`src/rtl/dm_arbiter.sv`:
```
// dm_arbiter: shares one synchronous-read data memory port between the CPU M-stage and a DMA engine.
// Build option DM_ARB_ROUND_ROBIN_EN selects round-robin contention; default is fixed CPU priority.
module dm_arbiter (
  input  logic        clk,
  input  logic        reset,
  input  logic        cpu_req,
  input  logic [31:0] cpu_addr,
  input  logic [31:0] cpu_wdata,
  input  logic [3:0]  cpu_byteen,
  output logic [31:0] cpu_rdata,
  output logic        cpu_stall,
  input  logic        dma_req,
  input  logic [31:0] dma_addr,
  input  logic [31:0] dma_wdata,
  input  logic [3:0]  dma_byteen,
  output logic        dma_done,
  output logic [31:0] dma_rdata,
  output logic        mem_en,
  output logic [31:0] mem_addr,
  output logic [31:0] mem_wdata,
  output logic [3:0]  mem_byteen,
  input  logic [31:0] mem_rdata
);

  // state | meaning
  // IDLE  | no access in flight; arbitrate pending requests
  // ADDR  | address phase: mem_en with latched owner fields; writes complete here
  // DATA  | read data phase: mem_rdata returned to owner; reads complete here
  typedef enum logic [1:0] {IDLE = 2'd0, ADDR = 2'd1, DATA = 2'd2} state_t;
  typedef enum logic {OWN_CPU = 1'b0, OWN_DMA = 1'b1} owner_t;

  state_t      state;
  state_t      state_nxt;
  owner_t      owner;
  owner_t      winner;
  logic [31:0] addr_q;
  logic [31:0] wdata_q;
  logic [3:0]  byteen_q;
  logic [31:0] cpu_rdata_q;
  logic [31:0] dma_rdata_q;
  logic        any_req;
  logic        is_write;
  logic        complete;
  logic        cpu_done;

  assign any_req  = cpu_req | dma_req;
  assign is_write = |byteen_q;

`ifdef DM_ARB_ROUND_ROBIN_EN
  owner_t last_served;

  always_ff @(posedge clk) begin
    if (!reset) begin
      last_served <= OWN_DMA;
    end else if (complete) begin
      last_served <= owner;
    end
  end

  // on contention the requester that was not served last wins
  always_comb begin
    winner = OWN_CPU;
    if (dma_req && (!cpu_req || last_served == OWN_CPU)) begin
      winner = OWN_DMA;
    end
  end
`else
  always_comb begin
    winner = OWN_CPU;
    if (dma_req && !cpu_req) begin
      winner = OWN_DMA;
    end
  end
`endif

  always_ff @(posedge clk) begin
    if (!reset) begin
      state <= IDLE;
    end else begin
      state <= state_nxt;
    end
  end

  always_comb begin
    state_nxt = state;
    case (state)
      IDLE:    if (any_req) state_nxt = ADDR;
      ADDR:    state_nxt = is_write ? IDLE : DATA;
      DATA:    state_nxt = IDLE;
      default: state_nxt = IDLE;
    endcase
  end

  // owner and its access fields are frozen for the whole access, so a dropped request cannot disturb it
  always_ff @(posedge clk) begin
    if (!reset) begin
      owner    <= OWN_CPU;
      addr_q   <= '0;
      wdata_q  <= '0;
      byteen_q <= '0;
    end else if (state == IDLE && any_req) begin
      owner <= winner;
      if (winner == OWN_DMA) begin
        addr_q   <= dma_addr;
        wdata_q  <= dma_wdata;
        byteen_q <= dma_byteen;
      end else begin
        addr_q   <= cpu_addr;
        wdata_q  <= cpu_wdata;
        byteen_q <= cpu_byteen;
      end
    end
  end

  always_ff @(posedge clk) begin
    if (!reset) begin
      cpu_rdata_q <= '0;
      dma_rdata_q <= '0;
    end else if (state == DATA) begin
      if (owner == OWN_CPU) begin
        cpu_rdata_q <= mem_rdata;
      end else begin
        dma_rdata_q <= mem_rdata;
      end
    end
  end

  // reset gates every strobe so an aborted access never completes
  always_comb begin
    mem_en     = 1'b0;
    mem_addr   = '0;
    mem_wdata  = '0;
    mem_byteen = '0;
    complete   = 1'b0;
    if (reset) begin
      case (state)
        ADDR: begin
          mem_en     = 1'b1;
          mem_addr   = addr_q & 32'hFFFF_FFFC;
          mem_wdata  = wdata_q;
          mem_byteen = byteen_q;
          complete   = is_write;
        end
        DATA:    complete = 1'b1;
        default: complete = 1'b0;
      endcase
    end
    cpu_done  = complete && (owner == OWN_CPU);
    dma_done  = complete && (owner == OWN_DMA);
    cpu_stall = cpu_req && !cpu_done;
    // read data is forwarded in the completion cycle, then held by the register
    cpu_rdata = (cpu_done && state == DATA) ? mem_rdata : cpu_rdata_q;
    dma_rdata = (dma_done && state == DATA) ? mem_rdata : dma_rdata_q;
  end

endmodule
```
`config.mk`:
```
export PLATFORM = sky130hd
export DESIGN_NAME = dm_arbiter
export DESIGN_NICKNAME = d
export VERILOG_FILES = /design/src/rtl/dm_arbiter.sv
export SDC_FILE = /design/constraint.sdc
export NUM_CORES = 1
export LEC_CHECK = 0
export ABC_AREA = 1
export CAP_MARGIN = 20
export CORE_ASPECT_RATIO = 1.2
export CORE_MARGIN = 8
export CORE_UTILIZATION = 39
export DETAILED_ROUTE_END_ITERATION = 16
export GPL_TIMING_DRIVEN = 1
export PLACE_DENSITY = 0.78
export SLEW_MARGIN = 15
export SYNTH_ARGS = -nofsm -noshare
export SYNTH_HDL_FRONTEND = slang
export SYNTH_SLANG_ARGS = --single-unit
```
`constraint.sdc`:
```
create_clock -name clk -period 1.75 [get_ports clk]
set_input_delay 0.4375 -clock clk [delete_from_list [all_inputs] [get_ports clk]]
set_output_delay 0.4375 -clock clk [all_outputs]
set_load 0.01 [all_outputs]
```
==> summary.txt <==
Worst setup path
  • Worst path slowest cell: dfxtp_2
  • CP max FO: 4
  • CP most frequent cell: buf_6
  • CP Data Required Time: 1.31 ns
  • Critical path buffer and inverter count: 8
  • CP arrival: 1.93 ns
  • Crit end category: output pin
  • Startpoint Class: flop
  • Worst path cell trace: inv_2 -> buf_6 -> ha_4 -> nand2_8 -> buf_12 -> buf_8 -> buf_16 -> buf_8 -> buf_6 -> nor2_4 -> buf_6
  • Worst r2r src: state[1]
  • Largest delay share family, worst path: buffers and inverters
  • CP Class: reg2out
  • Crit path from: state[1]
  • CP max stage delay: 0.32 ns

Finish
  • Layout cells sized above 1: 0.262
  • Layout Cells excl Fill: 1821
  • FF/Latch Area: 0.00267 sq mm
  • Area growth syn-to-layout: 75.2%
  • Nets: 1759
  • Layout fillers: 1443
  • Footprint of the multi-input gates: 0.00428 sq mm
  • Ant. Diodes: 0

Synth
  • Mean Syn Cell Area: 5.81 sq um
  • Netlist cell types: 18
  • Seq/Total Area, Yosys: 0.371
  • Count leader, synth: nand2_1
  • Prevailing post-synth register cell: dfxtp_1
  • Mapped Cells: 1235
  • Synth area leader: dfxtp_1
  • Mapped Area: 0.00717 sq mm
  • Post-synth top cells: nand2_1, nor2_1, inv_1, dfxtp_1, o21ai_0
  • Largest cells by area after synthesis: dfxtp_1, nand2_1, nor2_1, inv_1, o21ai_0
  • Post-synth ARST share: 0
  • Top-area cell type share of the netlist area: 0.371
  • Post-synth EDFFs: 0
  • FF+latch count, synth: 133
  • Ys Warns: 0

STA
  • Final setup TNS: -61.37 ns
  • Clock skew: 0.00613 ns
  • Min setup slack post-route: -0.620 ns
  • Period utilization: 1.35
  • Endpoints failing hold: 0
  • Final setup viols: 133
  • Slew Viols, Final: 0
  • Min Tclk post-route: 2.37 ns
  • Least-Margin Pin Slew: 1.02 ns
  • RSZ-0062 raised after global routing: yes
  • Slew HR: 0.322
  • FMAX: 0.422 GHz

Hold path
  • Worst hold path startpoint: dma_rdata_q[5]
  • Min-delay worst type: reg2reg

CTS
  • Clock Path Buffers: 2
  • Clock latency at the later pin of the worst-skew pair: 0.42 ns
  • Root Driver: clkbuf_16
  • Cts bufs inserted: 17
  • CTS Sinks: 133
  • Htree depth: 4
  • Clock transition at the registers of the reported paths: 0.06 ns
  • CTS tree: done

Die
  • Core Region: 0.0181 sq mm
  • I/O pin count: 307
  • Starting Density: 0.396
  • Row cnt: 54
  • Die H: 165 microns
  • Die width: 140 microns
  • Die ar.: 0.0230 sq mm

Power and ir drop
  • P_sw: 3.15 mW
  • Switch share: 0.320
  • Pwr per Cell Area: 783 mW/mm^2
  • Internal Power: 6.69 mW
  • IR drop worst, VDD: 586 uV
  • Seq pwr share: 0.352
  • Power Total: 9.84 mW
  • Leakage: 5.95 nW
  • Clk pwr share: 0.345
  • Comb pwr share: 0.303

Global routing
  • Gr ovfl total: 0
  • GRT Overall Usage: 0.236
  • Global-route wire length before repair: 44.0 mm
  • Number of global-route vias before repair: 8547
  • Initial antenna violation count: 0
  • Largest net degree at the start of global routing: 98

Drt
  • Final ANT Viol Nets: 0
  • Vias: 8933
  • Via density per instance: 4.91
  • Wire per inst: 16.3 microns
  • Drt pass-1 iters: 5
  • DR iter-0 viols: 541
  • DR DRC count: 0
  • Drt total wl: 29.7 mm

Place
  • IO buf count: 300
  • Final HPWL DP: 18.7 mm
  • RePlAce Congestion: 0.838
  • Pre-CTS setup slack: -0.589 ns
  • Placed Instances: 1745

Flow run
  • Number of max-cap violations: 0

Outcome
  • Failing checks: setup timing
  • Status: finished, violations left
## flip-flops by register name, indices dropped and copies added, names as in the netlist
| signal | count |
|---|---|
| addr_q | 30 |
| byteen_q | 4 |
| cpu_rdata_q | 32 |
| dma_rdata_q | 32 |
| owner | 1 |
| state | 2 |
| wdata_q | 32 |
## path summary, 6_finish.rpt
path / to / slack [ns] / cells past startpoint
worst max-delay path: mem_addr[13] / -0.62 / 11
worst min-delay path: dma_rdata_q[5] / 0.48 / 2
worst max register to register: dma_rdata_q[12] / 0.25 / 8
worst min register to register: dma_rdata_q[5] / 0.48 / 2
## placed cells by master, fill, tap and decap left out, types with 55 or more instances in the layout
cell type and instances:
nand2_1 280, nor2_1 273, clkdlybuf4s50_1 166, inv_1 137, dfxtp_1 131, o21ai_0 79
buf_6 79, a21oi_1 68, buf_2 56, buf_4 55
## worst register-to-register path: cells and delay by family (launching register included)
| family | cells | cell delay [ns] |
|---|---|---|
| flops | 1 | 0.32 |
| buf+inv | 4 | 0.60 |
| simple gates | 3 | 0.30 |
| fa+ha+maj | 1 | 0.17 |
## cells by family after synthesis
family | count (synthesis) | synth area share
flip-flops | 133 | 0.371
AO/OA/AOI/OAI | 166 | 0.116
adder cells (fa/ha/maj) | 3 | 0.00523
other | 1 | 0.000523
buffers and inverters | 226 | 0.130
AND/OR/NAND/NOR | 706 | 0.377
## power groups by stage
stage	logic, mW	registers (mW)	clock network, mW
floorplan	1.31	3.48	0
global placement	2.37	3.50	0
detailed placement	2.42	3.51	0
CTS	2.64	3.45	3.44
global route	3.26	3.49	3.58
finish	2.98	3.46	3.40
## layout make-up
type	instances	area share
clock inverter	15	0.0106
timing repair buffer	413	0.336
inverter	142	0.0442
clock buffer	17	0.0339
multi-input combinational	877	0.341
sequential	133	0.212
tap	224	0.0223
## what timing repair did
item | in CTS | in global routing
endpoints found under the hold margin | 0 | 0
resized for setup | 488 | 371
setup endpoints to repair | 133 | 133
cloned | 13 | 5
hold buffers | 0 | 0
setup buffers | 14 | 15
pin swaps | 6 | 28
## layer usage
layer  wire [microns]  vias up  part of all wire  global-route usage
li1                 -     4408                 -                   -
met1            11600     4085              0.39               0.268
met2            14600      366              0.49               0.410
met3             2390       74             0.081              0.0685
met4             1010        0             0.034              0.0944
met5                0        -                 0                   0
## through the flow
step / hold WS [ns] / cell area (sq um) / utilization
2_1_floorplan: 0.448 / 7180 / -
3_3_place_gp: 0.456 / 10800 / 0.595
3_5_place_dp: 0.465 / 10800 / 0.595
4_1_cts: 0.479 / 11800 / 0.649
5_1_grt: 0.503 / 12600 / 0.694
6_report: 0.478 / 12600 / 0.694
Note: power is estimated with default switching activity, not from simulation.
